### src/rtl/mem_loader_pkg.sv
// Shared types and constants for the stream-to-memory program loader.
package punc_loader_pkg;

    localparam int unsigned STATE_WIDTH = 3;
    localparam int unsigned HDR_WORDS   = 2;
    localparam int unsigned CSUM_WIDTH  = 16;

    typedef enum logic [STATE_WIDTH-1:0] {
        IDLE     = 3'd0,
        HDR_ADDR = 3'd1,
        HDR_LEN  = 3'd2,
        DATA     = 3'd3,
        CSUM     = 3'd4,
        FIN      = 3'd5
    } state_t;

    // States in which the loader accepts a stream word.
    function automatic logic is_accepting(input state_t s, input logic csum_en);
        return (s == HDR_ADDR) || (s == HDR_LEN) || (s == DATA) || (csum_en && (s == CSUM));
    endfunction

endpackage

### src/rtl/mem_loader_csum.sv
// Modulo-2^DATA_WIDTH running sum with clear, add-enable and equality compare.
module mem_loader_csum
    import punc_loader_pkg::*;
#(
    parameter int unsigned DATA_WIDTH = CSUM_WIDTH
) (
    input  logic                  clk,
    input  logic                  rst_n,
    input  logic                  i_clr,
    input  logic                  i_add,
    input  logic [DATA_WIDTH-1:0] i_data,
    input  logic [DATA_WIDTH-1:0] i_cmp,
    output logic                  o_match_c
);

    logic [DATA_WIDTH-1:0] r_sum;

    always_ff @(posedge clk or negedge rst_n) begin
        if (!rst_n) begin
            r_sum <= '0;
        end else if (i_clr) begin
            r_sum <= '0;
        end else if (i_add) begin
            r_sum <= r_sum + i_data;
        end
    end

    assign o_match_c = (r_sum == i_cmp);

endmodule

### src/rtl/mem_loader.sv
// Framed stream to program-memory write loader; holds the core busy while loading.
// Define MEM_LOADER_CHECKSUM_EN to consume and verify a trailing checksum word.
module mem_loader
    import punc_loader_pkg::*;
#(
    parameter int unsigned N_ELEMENTS = 128,
    parameter int unsigned ADDR_WIDTH = 16,
    parameter int unsigned DATA_WIDTH = 16
) (
    input  logic                  clk,
    input  logic                  rst,
    input  logic                  load_en,
    input  logic [DATA_WIDTH-1:0] in_data,
    input  logic                  in_valid,
    output logic                  in_ready,
    output logic [ADDR_WIDTH-1:0] w_addr,
    output logic [DATA_WIDTH-1:0] w_data,
    output logic                  w_en,
    output logic                  busy,
    output logic                  done,
    output logic                  err,
    output logic [ADDR_WIDTH-1:0] words_written
);

`ifdef MEM_LOADER_CHECKSUM_EN
    localparam logic   CSUM_EN    = 1'b1;
    localparam state_t AFTER_DATA = CSUM;
`else
    localparam logic   CSUM_EN    = 1'b0;
    localparam state_t AFTER_DATA = FIN;
`endif

    state_t                r_state;
    state_t                w_state_nxt;
    logic                  r_in_ready;
    logic [ADDR_WIDTH-1:0] r_w_addr;
    logic [DATA_WIDTH-1:0] r_w_data;
    logic                  r_w_en;
    logic                  r_busy;
    logic                  r_done;
    logic                  r_err;
    logic [ADDR_WIDTH-1:0] r_words_written;
    logic [ADDR_WIDTH-1:0] r_base;
    logic [DATA_WIDTH-1:0] r_len;
    logic [DATA_WIDTH-1:0] r_idx;

    logic                  w_xfer;
    logic                  w_start;
    logic                  w_ld_base;
    logic                  w_ld_len;
    logic                  w_data_xfer;
    logic                  w_csum_xfer;
    logic                  w_csum_match;
    logic [DATA_WIDTH-1:0] w_idx_nxt;
    logic [ADDR_WIDTH-1:0] w_wr_addr;
    logic                  w_in_range;

    assign w_xfer     = in_valid & r_in_ready;
    assign w_idx_nxt  = r_idx + DATA_WIDTH'(1);
    assign w_wr_addr  = r_base + ADDR_WIDTH'(r_idx);
    assign w_in_range = (32'(w_wr_addr) < 32'(N_ELEMENTS));

`ifdef MEM_LOADER_CHECKSUM_EN
    mem_loader_csum #(
        .DATA_WIDTH (DATA_WIDTH)
    ) u_csum (
        .clk       (clk),
        .rst_n     (rst),
        .i_clr     (w_ld_len),
        .i_add     (w_data_xfer),
        .i_data    (in_data),
        .i_cmp     (in_data),
        .o_match_c (w_csum_match)
    );
`else
    assign w_csum_match = 1'b1;
`endif

    // Next-state and per-cycle control strobes.
    always_comb begin
        w_state_nxt = r_state;
        w_start     = 1'b0;
        w_ld_base   = 1'b0;
        w_ld_len    = 1'b0;
        w_data_xfer = 1'b0;
        w_csum_xfer = 1'b0;
        case (r_state)
            IDLE: begin
                if (load_en) begin
                    w_start     = 1'b1;
                    w_state_nxt = HDR_ADDR;
                end
            end
            HDR_ADDR: begin
                if (w_xfer) begin
                    w_ld_base   = 1'b1;
                    w_state_nxt = HDR_LEN;
                end
            end
            HDR_LEN: begin
                if (w_xfer) begin
                    w_ld_len    = 1'b1;
                    w_state_nxt = (in_data == '0) ? AFTER_DATA : DATA;
                end
            end
            DATA: begin
                if (w_xfer) begin
                    w_data_xfer = 1'b1;
                    if (w_idx_nxt == r_len) begin
                        w_state_nxt = AFTER_DATA;
                    end
                end
            end
            CSUM: begin
                if (!CSUM_EN) begin
                    w_state_nxt = FIN;
                end else if (w_xfer) begin
                    w_csum_xfer = 1'b1;
                    w_state_nxt = FIN;
                end
            end
            FIN:     w_state_nxt = IDLE;
            default: w_state_nxt = IDLE;
        endcase
    end

    // State, datapath and registered outputs.
    always_ff @(posedge clk or negedge rst) begin
        if (!rst) begin
            r_state         <= IDLE;
            r_in_ready      <= 1'b0;
            r_w_addr        <= '0;
            r_w_data        <= '0;
            r_w_en          <= 1'b0;
            r_busy          <= 1'b0;
            r_done          <= 1'b0;
            r_err           <= 1'b0;
            r_words_written <= '0;
            r_base          <= '0;
            r_len           <= '0;
            r_idx           <= '0;
        end else begin
            r_state    <= w_state_nxt;
            r_in_ready <= is_accepting(w_state_nxt, CSUM_EN);
            r_busy     <= (w_state_nxt != IDLE) && (w_state_nxt != FIN);
            r_done     <= (w_state_nxt == FIN);
            r_w_en     <= 1'b0;
            if (w_start) begin
                r_err           <= 1'b0;
                r_words_written <= '0;
            end
            if (w_ld_base) begin
                r_base <= ADDR_WIDTH'(in_data);
            end
            if (w_ld_len) begin
                r_len <= in_data;
                r_idx <= '0;
            end
            if (w_data_xfer) begin
                r_idx <= w_idx_nxt;
                if (w_in_range) begin
                    r_w_en          <= 1'b1;
                    r_w_addr        <= w_wr_addr;
                    r_w_data        <= in_data;
                    r_words_written <= r_words_written + ADDR_WIDTH'(1);
                end else begin
                    r_err <= 1'b1;
                end
            end
            if (w_csum_xfer && !w_csum_match) begin
                r_err <= 1'b1;
            end
        end
    end

    assign in_ready      = r_in_ready;
    assign w_addr        = r_w_addr;
    assign w_data        = r_w_data;
    assign w_en          = r_w_en;
    assign busy          = r_busy;
    assign done          = r_done;
    assign err           = r_err;
    assign words_written = r_words_written;

endmodule

### config.mk
export PLATFORM = sky130hd
export DESIGN_NAME = mem_loader
export DESIGN_NICKNAME = d
export VERILOG_FILES = /design/src/rtl/mem_loader_pkg.sv /design/src/rtl/mem_loader_csum.sv /design/src/rtl/mem_loader.sv
export SDC_FILE = /design/constraint.sdc
export NUM_CORES = 1
export LEC_CHECK = 0
export BUFFER_PORTS_ARGS = -buffer_cell sky130_fd_sc_hd__buf_2
export CORE_AREA = 3 3 110 112
export CTS_CLUSTER_DIAMETER = 150
export DETAILED_ROUTE_END_ITERATION = 7
export DIE_AREA = 0 0 113 115
export GPL_TIMING_DRIVEN = 0
export PLACE_DENSITY_LB_ADDON = 0.12
export SLEW_MARGIN = 0
export SYNTH_ARGS = -nofsm -noshare
export SYNTH_HDL_FRONTEND = slang
export SYNTH_SLANG_ARGS = --single-unit
export TNS_END_PERCENT = 5
### constraint.sdc
create_clock -name clk -period 3.8 [get_ports clk]
set_input_delay 1.14 -clock clk [delete_from_list [all_inputs] [get_ports clk]]
set_output_delay 1.14 -clock clk [all_outputs]
set_load 0.01 [all_outputs]
==> impl_metrics.json <==
{
  "die_y_um": 115,
  "critPathMaxStageDelay_ns": 0.58,
  "fin_cells": 795,
  "cts_root_buf": "clkbuf_16",
  "hpwl_mm": 10.46,
  "ios": 73,
  "dieWidth_um": 113,
  "grt_max_degree": 62,
  "rsz0062_at_grt": "no",
  "p_per_area_nw_per_um2": 528.2,
  "synthCells": 561,
  "wl_per_cell_um": 18.28,
  "critPathSlowestCell": "or4_4",
  "utilization": 0.5998,
  "hold_viol_final": 0,
  "pwr-share-comb": 0.327,
  "met1_usage": 0.3379,
  "synth_commonest_cells": "dfrtp_1, nand2_1, mux2_2, nand3_1, o21ai_0",
  "ys_seq_area_frac": 0.4439,
  "grt_antenna_before_repair": 0,
  "internal_power_uw": 2393,
  "n_antenna_cell": 0,
  "via_per_inst": 5.980,
  "tightest_slew_ns": 0.7864,
  "routed-via-count": 4754,
  "fp-row-count": 39,
  "insertion_delay_ns": 0.36,
  "htreeDepth": 3,
  "whs_ns": 0.4798,
  "synthArstFlopShare": 1.000,
  "drtIter0Drc": 320,
  "switching_share": 0.3328,
  "start_kind": "flop",
  "ys_top_cells_by_area": "dfrtp_1, mux2_2, mux2_4",
  "vdd_ir_drop_max_v": 0.0003204,
  "design_area_um2": 6790,
  "slew_headroom": 0.4757,
  "syn-num-nets": 599,
  "synth_top_area_frac": 0.4439,
  "cpLargestDelayFamily": "simple AND/OR/NAND/NOR gates",
  "track_usage": 0.2325,
  "dr.pass1.iters": 5,
  "antenna_left": 0,
  "total_power_uw": 3587,
  "initial_core_util": 0.5179,
  "worst_ep_arrival_time_ns": 3.92,
  "cts_buffer_depth": 2,
  "min_period_ns": 3.686,
  "skew_ns": 0.01219,
  "place.detailed.instances": 777,
  "grt-busiest-layer": "met2",
  "layout-drive-gt1-share": 0.2623,
  "grt_pass1_wl_mm": 24.04,
  "p_seq_frac": 0.419,
  "clock_sinks": 104,
  "coreArea_um2": 11320,
  "clk_pin_slew_ns": 0.07,
  "cts_tree": "done",
  "avgSynthCellArea_um2": 10.45,
  "die_area_um2": 13000,
  "p_leak_uw": 0.003183,
  "grt_pass1_vias": 4614,
  "ctsHoldBuffers": 0,
  "setup_viol": 0,
  "use_met3": 0.02895,
  "p_sw_uw": 1194,
  "drv_cap": 0,
  "synth.most_common_cell": "dfrtp_1",
  "setup.worst_path.class": "flop to flop",
  "slew_violations": 0,
  "port_buffers": 72,
  "power.clock.fraction": 0.253,
  "synth_ff_type": "dfrtp_1",
  "yosys_warnings": 0,
  "yosysTopAreaCell": "dfrtp_1",
  "synth-seq-cells": 104,
  "placed_area_um2": 6432,
  "finalWirelength_mm": 14.53,
  "cts_buffers": 9,
  "synth_edf_count": 0,
  "gr-total-overflow": 0,
  "syn2layout_area_growth_pct": 15.81,
  "yosysUniqueCellTypes": 56,
  "crit_path_end_kind": "flop",
  "min_path_type": "flop to flop",
  "place_congestion": 0.9316,
  "required_ns": 4.03,
  "finalCritPeriodShare": 0.9701,
  "cp_cell_sequence": "ha_4 -> inv_2 -> fa_2 -> nor2b_4 -> o31a_1 -> o211ai_1 -> nand3_1 -> a2bb2o_2 -> or4_4 -> or3_4 -> buf_6 -> buf_8 -> mux2_4",
  "clock.fmax_mhz": 271.3,
  "drc": 0,
  "critPathBufInv": 3,
  "status": "completed",
  "grtUsageMet2": 0.3511,
  "synthesis.area_um2": 5863,
  "nNetsFinal": 685,
  "crit_fanout": 10
}
## kinds of logic after synthesis
group           after synthesis  synth area share
compound gates              119            0.1406
buf+inv                      39           0.02902
xor+xnor                     33           0.04930
mux                          65            0.1332
flops                       104            0.4439
simple gates                183            0.1643
fa+ha+maj                    18           0.03969
## power by group through the flow
stage	Clock (uW)	Sequential (uW)	Combinational (uW)
floorplan	0	1540	747
global placement	0	1510	1100
detailed placement	0	1520	1130
CTS	931	1500	1150
global route	970	1540	1300
finish	909	1500	1170
## worst reg2reg max path, cell delays in order, from the launching register on
cell and delay (ns):
dfrtp_2 0.46, ha_4 0.18, inv_2 0.06, fa_2 0.25, nor2b_4 0.06, o31a_1 0.30
o211ai_1 0.28, nand3_1 0.11, a2bb2o_2 0.27, or4_4 0.58, or3_4 0.41, buf_6 0.16
buf_8 0.16, mux2_4 0.31
## layer usage
metal | routed length, um | share of wire | vias up
met1 | 6809 | 0.47 | 2354
met4 | 307 | 0.021 | 0
met3 | 708 | 0.049 | 24
met2 | 6708 | 0.46 | 141
li1 | - | - | 2235
met5 | 0 | 0 | -
## final cells by class
type	count	area (um2)
sequential	104	2605
inverter	11	41.29
fill	983	4531
clock inverter	6	50.05
tap	143	178.9
clock buffer	10	239.0
timing repair buffer	77	420.4
buffer	26	126.4
multi-input combinational	418	3129
## final timing paths
path                            cells after the start  slack, ns      start          to
worst max-delay path                               13       0.11   r_idx[0]  w_data[11]
worst min-delay path                                1       0.48  w_addr[9]   w_addr[9]
worst max register to register                     13       0.11   r_idx[0]  w_data[11]
worst min register to register                      1       0.48  w_addr[9]   w_addr[9]
max in group asynchronous                           2       2.22        rst    r_idx[9]
min in group asynchronous                           1       0.87        rst   w_data[6]
## cell usage in the layout (no fill, tap or decap), types with 3 or more instances in the layout
cell	n
dfrtp_1	102
buf_2	72
nand2_1	50
mux2_2	34
nand3_1	24
o21ai_0	23
xnor2_1	21
nor2_1	20
clkbuf_1	19
a21oi_1	19
mux2_4	16
and3_1	14
a31o_1	14
ha_1	14
xor2_1	12
and2_1	11
a2111oi_0	11
inv_1	10
o31ai_1	10
mux2i_1	9
nand2b_1	9
clkbuf_16	9
a21o_1	8
or2_2	8
nand4_1	7
or3_1	7
o21ai_1	6
mux2_1	6
nor3_1	5
nor4_1	5
a31oi_1	5
buf_4	5
nand3b_1	4
a211oi_1	4
nor2b_1	4
and4_1	3
inv_6	3
## what timing repair did
item / in CTS / in global routing
setup endpoints to repair: 46 / 42
endpoints found under the hold margin: 0 / 0
pin swaps: 0 / 6
resized for setup: 5 / 11
buffers inserted: 0 / 4
## through the flow
step	TNS [ns]	setup WS (ns)
after floorplan	0	0.2403
after global placement	-6.875	-0.1974
after detailed placement	-11.65	-0.3188
after CTS	0	0.02838
after global routing	0	0.001344
final	0	0.1138
## flip-flops by register name, indices dropped and copies added (netlist names)
signal,flops
in_ready,1
r_len,16
w_addr,16
busy,1
r_base,16
words_written,16
w_en,1
err,1
r_state,3
r_idx,16
done,1
w_data,16
No activity file was read; power rests on OpenSTA's default activity.
